--- src/rtl/shift_deserializer_if.sv ---
// shift_deserializer_if: serial-in / word-out bus between a bit source, the deserializer and its consumer.
interface shift_deserializer_if #(parameter int WIDTH = 8, parameter int CNT_W = 4);
  logic serial_in;
  logic shift_en;
  logic frame_start;
  logic data_ready;
  logic overrun_clr;
  logic [WIDTH-1:0] data_out;
  logic data_valid;
  logic overrun;
  logic parity_err;
  logic [CNT_W-1:0] bit_count;
  modport master (
    output serial_in, shift_en, frame_start, data_ready, overrun_clr,
    input data_out, data_valid, overrun, parity_err, bit_count
  );
  modport slave (
    input serial_in, shift_en, frame_start, data_ready, overrun_clr,
    output data_out, data_valid, overrun, parity_err, bit_count
  );
endinterface

--- src/rtl/shift_deserializer.sv ---
// shift_deserializer: LSB-first serial-to-parallel receiver with a one-entry valid/ready holding register.
// Define SHIFT_DESERIALIZER_PARITY_EN to expect a trailing even-parity bit per word.
module shift_deserializer #(
  parameter int WIDTH = 8,
  parameter int CNT_W = 4
) (
  input logic clk,
  input logic reset,
  shift_deserializer_if.slave bus
);
`ifdef SHIFT_DESERIALIZER_PARITY_EN
  localparam int FRAME_BITS = WIDTH + 1;
`else
  localparam int FRAME_BITS = WIDTH;
`endif
  typedef enum logic {IDLE, RECV} state_t;
  state_t state, state_nx;
  logic [WIDTH-1:0] sr, sr_base, sr_nx, shifted, word, data_q;
  logic [CNT_W-1:0] cnt, cnt_base, cnt_nx;
  logic valid_q, ovr_q, perr_q, par, complete, free, take;
  always_ff @(posedge clk or posedge reset)
    if (reset) state <= IDLE;
    else state <= state_nx;
  always_comb
    state_nx = bus.shift_en ? (complete ? IDLE : RECV) : (bus.frame_start ? IDLE : state);
  // frame_start restarts the word on this same edge, so the strobe it accompanies counts as bit 0
  always_comb begin
    cnt_base = (state == IDLE || bus.frame_start) ? '0 : cnt;
    complete = bus.shift_en && cnt_base == CNT_W'(FRAME_BITS - 1);
  end
  always_comb begin
    sr_base = bus.frame_start ? '0 : sr;
    shifted = {bus.serial_in, sr_base[WIDTH-1:1]};
`ifdef SHIFT_DESERIALIZER_PARITY_EN
    word = sr_base;
    par = ^sr_base ^ bus.serial_in;
    sr_nx = complete ? '0 : (bus.shift_en && cnt_base < CNT_W'(WIDTH)) ? shifted : sr_base;
`else
    word = shifted;
    par = 1'b0;
    sr_nx = complete ? '0 : bus.shift_en ? shifted : sr_base;
`endif
    cnt_nx = complete ? '0 : bus.shift_en ? cnt_base + 1'b1 : cnt_base;
    free = !valid_q || bus.data_ready;
    take = valid_q && bus.data_ready;
  end
  always_ff @(posedge clk or posedge reset)
    if (reset) begin
      sr <= '0;
      cnt <= '0;
      data_q <= '0;
      valid_q <= 1'b0;
      ovr_q <= 1'b0;
      perr_q <= 1'b0;
    end else begin
      sr <= sr_nx;
      cnt <= cnt_nx;
      if (complete && free) begin
        data_q <= word;
        valid_q <= 1'b1;
        perr_q <= par;
      end else if (take) begin
        valid_q <= 1'b0;
        perr_q <= 1'b0;
      end
      ovr_q <= (complete && !free) || (ovr_q && !bus.overrun_clr);
    end
  assign bus.data_out = data_q;
  assign bus.data_valid = valid_q;
  assign bus.overrun = ovr_q;
  assign bus.parity_err = perr_q;
  assign bus.bit_count = cnt;
endmodule

--- src/flat_wrapper.sv ---
// flat-port wrapper written by rule: the top's interface ports become plain ports
module shift_deserializer_flat 
#(
  parameter int WIDTH = 8,
  parameter int CNT_W = 4
)
  (clk, reset, bus_serial_in, bus_shift_en, bus_frame_start, bus_data_ready, bus_overrun_clr, bus_data_out, bus_data_valid, bus_overrun, bus_parity_err, bus_bit_count);
  shift_deserializer_if #(.WIDTH(WIDTH), .CNT_W(CNT_W)) bus_i ();
  input logic clk;
  input logic reset;
  input wire logic [$bits(bus_i.serial_in)-1:0] bus_serial_in;
  input wire logic [$bits(bus_i.shift_en)-1:0] bus_shift_en;
  input wire logic [$bits(bus_i.frame_start)-1:0] bus_frame_start;
  input wire logic [$bits(bus_i.data_ready)-1:0] bus_data_ready;
  input wire logic [$bits(bus_i.overrun_clr)-1:0] bus_overrun_clr;
  output wire logic [$bits(bus_i.data_out)-1:0] bus_data_out;
  output wire logic [$bits(bus_i.data_valid)-1:0] bus_data_valid;
  output wire logic [$bits(bus_i.overrun)-1:0] bus_overrun;
  output wire logic [$bits(bus_i.parity_err)-1:0] bus_parity_err;
  output wire logic [$bits(bus_i.bit_count)-1:0] bus_bit_count;
  assign bus_i.serial_in = bus_serial_in;
  assign bus_i.shift_en = bus_shift_en;
  assign bus_i.frame_start = bus_frame_start;
  assign bus_i.data_ready = bus_data_ready;
  assign bus_i.overrun_clr = bus_overrun_clr;
  assign bus_data_out = bus_i.data_out;
  assign bus_data_valid = bus_i.data_valid;
  assign bus_overrun = bus_i.overrun;
  assign bus_parity_err = bus_i.parity_err;
  assign bus_bit_count = bus_i.bit_count;
  shift_deserializer #(.WIDTH(WIDTH), .CNT_W(CNT_W)) u_core (.clk(clk), .reset(reset), .bus(bus_i));
endmodule
--- config.mk ---
export PLATFORM = sky130hd
export DESIGN_NAME = shift_deserializer_flat
export DESIGN_NICKNAME = d
export VERILOG_FILES = /design/src/rtl/shift_deserializer_if.sv /design/src/rtl/shift_deserializer.sv /design/src/flat_wrapper.sv
export SDC_FILE = /design/constraint.sdc
export NUM_CORES = 1
export LEC_CHECK = 0
export ABC_AREA = 1
export CAP_MARGIN = 20
export CORE_MARGIN = 2
export CORE_UTILIZATION = 44
export DETAILED_ROUTE_END_ITERATION = 8
export PLACE_DENSITY_LB_ADDON = 0.12
export SYNTH_ARGS = -nofsm -noshare
export SYNTH_HDL_FRONTEND = slang
export SYNTH_SLANG_ARGS = --single-unit
--- constraint.sdc ---
create_clock -name clk -period 1.1 [get_ports clk]
set_input_delay 0.22 -clock clk [delete_from_list [all_inputs] [get_ports clk]]
set_output_delay 0.22 -clock clk [all_outputs]
set_load 0.05 [all_outputs]
==> flow_summary.ini, run 1 <==
[status]
outcome = finished with violations
violations = setup timing

[timing]
rsz0062_at_grt = yes
finalCriticalPeriod_ps = 1230
layout_setup_ws_ps = -134
whs_ps = 207
fin_worst_skew_ps = 9.47
finalMaxSlewViolations = 0
fmaxAchievable_mhz = 810
setup-violations-final = 36
finalHoldViolCount = 0
fin_crit_sh_pct = 112

[logic_synthesis]
ys_ff_latch = 22
yosysTopAreaCell = dfrtp_1
postSynthCellCount = 122
synthDistinctLibCells = 23
synth_top_area_share_pct = 51.3
synthTopCellsByArea = dfrtp_1 51%, nand2_1 14%, nand4_1 4.7%, inv_1 4.5%, nand3_1 3.7%
netlist_area_sq_um = 1070
syn_nets = 129
yosysWarnings = 0
ys_seq_area_share_pct = 51.3
synth_area_per_cell_sq_um = 8.80

[critical_path]
cp_max_fo = 2
critPathLaunchType = flop
cp_slowest_stage_delay_ps = 440
critPathArrivalTime_ps = 1010
worstPathCellList = buf_6 > buf_12
critPathCaptureType = primary output
crit_path_top_delay_cell = dfrtp_2
cp.required_ps = 880
worstSetupPathType = flop to primary output

[global_routing]
grt_util_all_layers_pct = 22.3
grt_pass1_wl_microns = 4400
grt_pass1_vias = 966
overflow = 0
grt_max_degree = 23
antenna_found_initial = 0

[drt]
wl_microns = 2660
post_drt_wl_per_cell_microns = 13.3
drtPass1Iterations = 4
drc = 0
avgViaCountPerCell = 5.04
vias = 1007
drt_iter0_drc = 8
ant_nets = 0

[cells_and_area]
nNetsFinal = 180
final_cell_mix = 34 x nand2_1, 23 x buf_4, 16 x buf_12, 16 x dfrtp_1, 13 x inv_1
final_common_cell = nand2_1
n_antenna_cell = 0
drive_gt1_share_pct = 48.8
syn_to_final_growth_pct = 69.6

[die]
die_y_microns = 53.4
core_sq_um = 2250
row_count = 17
initial_core_util_pct = 47.6
die_w_microns = 53.4
pin_count = 22
die_area_sq_um = 2850

[clock_tree]
cts_buffer_depth = 2
cts_made_buffers = 3
clockRootBuffer = clkbuf_4
clock_latency_ps = 310
path_clk_slew_ps = 120
cts_htree_levels = 1
cts.sinks = 22
cts_tree = built

[power_and_ir_drop]
power_density_nw_per_um2 = 873
ir_worst_vdd_uv = 1040
power_mw = 1.59
p_leak_nw = 0.906

[placed_design]
io_buffers = 20
gp_congestion = 0.886
dpl.hpwl_microns = 1820

[flow_run]
max-cap-violations = 0

[worst_hold_path]
holdCritPathClass = input pin to async pin
## metal layers
| layer | GRT usage [%] | share of wire [%] | up-vias |
|---|---|---|---|
| met4 | 11.5 | 2.4 | 0 |
| met2 | 37.9 | 53 | 26 |
| met1 | 26.3 | 40 | 488 |
| li1 | - | - | 484 |
| met5 | 0 | 0 | - |
| met3 | 4.24 | 4.5 | 9 |
## cells by family after synthesis
logic type	after synthesis	synth area share [%]
compound gates	5	2.91
xor+xnor	1	0.816
buf+inv	21	10.7
flops	22	51.3
other cells	1	0.349
simple gates	72	33.9
## report_power, final
part	switching [mW]	leakage, nW	internal (mW)	total [mW]
clock	0.241	0.0150	0.142	0.383
sequential	0.0175	0.290	0.832	0.850
combinational	0.187	0.601	0.170	0.357
## per-stage QoR
| stage | cells | utilization [%] | instance area, sq um | TNS, ps | setup WS (ps) |
|---|---|---|---|---|---|
| 4_1_cts | 198 | 78.6 | 1770 | -2320 | -129 |
| 5_1_grt | 200 | 80.7 | 1820 | -4410 | -204 |
| 3_5_place_dp | 183 | 70.5 | 1590 | -9120 | -472 |
| 3_3_place_gp | 183 | 70.5 | 1590 | -8080 | -394 |
| 2_1_floorplan | 122 | - | 1100 | -1670 | -109 |
| 6_report | 200 | 80.7 | 1820 | -2380 | -134 |
## flip-flops by register name (all words and copies together), names as in the netlist
register and count:
u_core.state 1, u_core.bus.data_out 8, u_core.bus.bit_count 4, u_core.bus.data_valid 1
u_core.sr 7, u_core.bus.overrun 1
## timing repair
action / CTS / global route
gates cloned: 0 / 0
setup endpoints to repair: 36 / 36
buffers inserted: 11 / 3
pin swaps: 2 / 3
hold buffers: 0 / 0
gates resized for setup: 20 / 9
## worst max-delay path, delay by kind of cell, from the launching register on
| kind | cells | cell delay, ps |
|---|---|---|
| flip-flops | 1 | 440 |
| buffers and inverters | 2 | 270 |
## layout make-up
cell class	count	area, sq um
well taps	28	35.0
fillers	132	434
multi-input cells	79	509
inverters	15	61.3
repair buffers	52	631
flip-flops and latches	22	558
clock buffers	4	26.3
## cells in the mapped netlist
cell type   n
inv_6       1
nand2_1    40
buf_4       1
nand4_1     8
nor2_1      9
nand3_1     8
dfrtp_1    22
o21ai_2     1
nand4_4     1
nand2_4     1
inv_2       1
nor2_4      1
a21oi_1     3
clkbuf_4    1
nand2_2     1
buf_6       3
nand3_2     2
buf_2       1
inv_1      13
nor2_8      1
conb_1      1
a22oi_1     1
xor2_1      1
## worst paths after layout
path,startpoint,end,slack [ps],cells past startpoint
max in group asynchronous,reset,u_core.state$_DFFE_PP0P_,740,3
min in group clk,bus_overrun_clr,u_core.bus.overrun$_DFF_PP0_,480,4
setup reg to reg,u_core.bus.bit_count[1]$_DFF_PP0_,u_core.bus.data_out[1]$_DFFE_PP0P_,-130,6
setup / recovery,u_core.bus.bit_count[1]$_DFF_PP0_,bus_bit_count[1],-130,2
hold reg to reg,u_core.bus.overrun$_DFF_PP0_,u_core.bus.overrun$_DFF_PP0_,560,2
hold / removal,reset,u_core.bus.bit_count[3]$_DFF_PP0_,210,3
(Power assumes the default switching activity.)
==> run 2, diff against run 1 <==
--- a/config.mk
+++ b/config.mk
@@ -5,12 +5,12 @@
 export SDC_FILE = /design/constraint.sdc
 export NUM_CORES = 1
 export LEC_CHECK = 0
-export ABC_AREA = 1
 export CAP_MARGIN = 20
 export CORE_MARGIN = 2
-export CORE_UTILIZATION = 44
+export CORE_UTILIZATION = 43
 export DETAILED_ROUTE_END_ITERATION = 8
 export PLACE_DENSITY_LB_ADDON = 0.12
+export RECOVER_POWER = 100
 export SYNTH_ARGS = -nofsm -noshare
 export SYNTH_HDL_FRONTEND = slang
 export SYNTH_SLANG_ARGS = --single-unit
==> run 2 against run 1 <==
  * The flow still finishes with violations (setup timing)
  * Critical path type is now flop to flop
  * Hold slack gained 260 ps
  * Die area shrank 6.5%
  * Wire length shrank 21%
==> flow_summary.ini, run 2 <==
[critical_path]
worstSetupPathType = flop to flop
r2r-end = u_core.bus.data_out[0]$_DFFE_PP0P_
critPathLaunchType = flop
reg2reg_slack_ps = -300
cp_max_fo = 8
critPathArrivalTime_ps = 1600
critPathCaptureType = flop
rr_worst_depth = 4
reg2reg_from = u_core.state$_DFFE_PP0P_
cp.required_ps = 1300

[die]
die_area_sq_um = 2670
row_count = 17
die_w_microns = 51.6
core_sq_um = 2170
pin_count = 22
initial_core_util_pct = 45.0
die_y_microns = 51.6

[power_and_ir_drop]
p_seq_share_pct = 58.5
p_clk_share_pct = 25.4
power_mw = 1.44
power_density_nw_per_um2 = 925
p_leak_nw = 0.703
intPower_mw = 1.08
netSwitchingPower_uw = 365
p_comb_share_pct = 16.1
ir_worst_vdd_uv = 883
p_sw_share_pct = 25.3

[cells_and_area]
final_common_cell = dfrtp_1
n_antenna_cell = 0
nNetsFinal = 131
drive_gt1_share_pct = 43.9
final_cell_mix = 17 x dfrtp_1, 14 x buf_12, 11 x buf_4
largest_reg_flops = 8
syn_to_final_growth_pct = 59.5

[logic_synthesis]
ys_ff_latch = 22
synthTopCellsByArea = dfrtp_1 56%, mux2_2 9.2%, o211ai_1 4.6%, nor2b_1 4.5%, nand2_1 3.5%
syn_nets = 90
ys_seq_area_share_pct = 56.4
ys_async_sr_fraction_pct = 100
postSynthCellCount = 83
synth-edff-count = 0
netlist_area_sq_um = 976
synth_common_cells = 22 x dfrtp_1, 9 x nand2_1, 8 x mux2_2
synth_most_common_cell = dfrtp_1
synth_area_per_cell_sq_um = 11.8
synthDistinctLibCells = 25
synth-main-ff-cell = dfrtp_1
yosysWarnings = 0
synth_top_area_share_pct = 56.4
yosysTopAreaCell = dfrtp_1

[global_routing]
grt_pass1_vias = 742
grt_pass1_wl_microns = 3430
overflow = 0
grt_util_all_layers_pct = 17.7
antenna_found_initial = 0
grt_max_degree = 23

[timing]
fin_crit_sh_pct = 127
finalCriticalPeriod_ps = 1400
worst_pin_slew_ps = 526
fmaxAchievable_mhz = 716
setup-violations-final = 31
fin_worst_skew_ps = 1.80
rsz0062_at_grt = yes
slew_headroom_pct = 65.0
finalMaxSlewViolations = 0
finalHoldViolCount = 0
layout_setup_ws_ps = -297

[clock_tree]
hold_buffers = 0
cts_htree_levels = 1
clockRootBuffer = clkbuf_4
clock_latency_ps = 300
cts_tree = built
cts_buffer_depth = 2
cts_made_buffers = 3
cts.sinks = 22
path_clk_slew_ps = 110

[placed_design]
dpl_worst_slack_ps = -659
io_buffers = 20
gp_congestion = 0.788

[flow_run]
max-cap-violations = 0

[drt]
wl_microns = 2110
drtPass1Iterations = 4
avgViaCountPerCell = 5.15
vias = 777
post_drt_wl_per_cell_microns = 14.0
ant_nets = 0
drt_iter0_drc = 19
drc = 0

[worst_hold_path]
holdCritPathClass = input pin to async pin

[status]
violations = setup timing
outcome = finished with violations
run 2: cell count changes in the layout (fill, tap and decap cells not counted), moves of 7 or more:
cell	delta
inv_1	-10
buf_4	-12
nand3_2	-7
mux2_2	+7
nor2b_1	+7
nand4_1	-8
nand2_1	-25
run 2: worst max-delay path, stage by stage (launching register included):
cell      delay, ps
dfrtp_1         430
nand2b_4         80
nor4b_4         260
buf_6           180
mux2_2          340
run 2: cell type report:
class	instances	area, sq um
clock buffers	4	26.3
fillers	155	613
inverters	3	11.3
multi-input cells	55	423
flip-flops and latches	22	557
well taps	28	35.0
repair buffers	39	504
run 2: cells by family (layout without fill, tap and decap cells):
group	after synthesis	count (layout)	share of synthesized area, %
flops	22	22	56.4
simple gates	28	28	18.6
buf+inv	6	46	2.69
xor+xnor	3	3	2.69
mux	8	8	9.23
compound gates	15	15	10.0
other cells	1	1	0.384
run 2: what timing repair did:
action                     4_1_cts  5_1_grt
resized for setup                6        7
setup buffers                    1        4
pin swaps                        8        5
setup endpoints to repair       33       33
run 2: worst max-delay path by stage:
stage	start	end	slack, ps
after floorplan	u_core.bus.bit_count[1]$_DFF_PP0_	u_core.bus.data_out[7]$_DFFE_PP0P_	-530
after global placement	bus_frame_start	u_core.bus.data_out[6]$_DFFE_PP0P_	-640
after detailed placement	bus_frame_start	u_core.bus.data_out[6]$_DFFE_PP0P_	-660
after CTS	u_core.bus.bit_count[2]$_DFF_PP0_	u_core.bus.data_out[3]$_DFFE_PP0P_	-300
after global routing	u_core.bus.bit_count[2]$_DFF_PP0_	u_core.bus.data_out[0]$_DFFE_PP0P_	-390
final	u_core.state$_DFFE_PP0P_	u_core.bus.data_out[0]$_DFFE_PP0P_	-300
run 2: through the flow:
stage	hold slack (ps)	utilization (%)	setup TNS (ps)	area, sq um	std cells
CTS	224	70.2	-5480	1520	148
global placement	512	68.1	-10900	1480	143
finish	470	71.7	-5210	1560	151
floorplan	209	-	-5480	991	83
global route	487	71.7	-7150	1560	151
detailed placement	520	68.1	-11100	1480	143
run 2: per-layer routing:
metal	vias up	global-route usage (%)	part of all wire (%)
li1	366	-	-
met1	383	24.7	42
met2	26	25.9	51
met3	2	6.32	6.0
met4	0	5.26	0.57
met5	-	0	0
run 2: power by group through the flow:
stage | Combinational, mW | Clock [mW] | Sequential [mW]
finish | 0.232 | 0.365 | 0.843
global route | 0.249 | 0.417 | 0.845
CTS | 0.233 | 0.387 | 0.842
detailed placement | 0.231 | 0 | 0.858
global placement | 0.230 | 0 | 0.856
floorplan | 0.0729 | 0 | 0.890
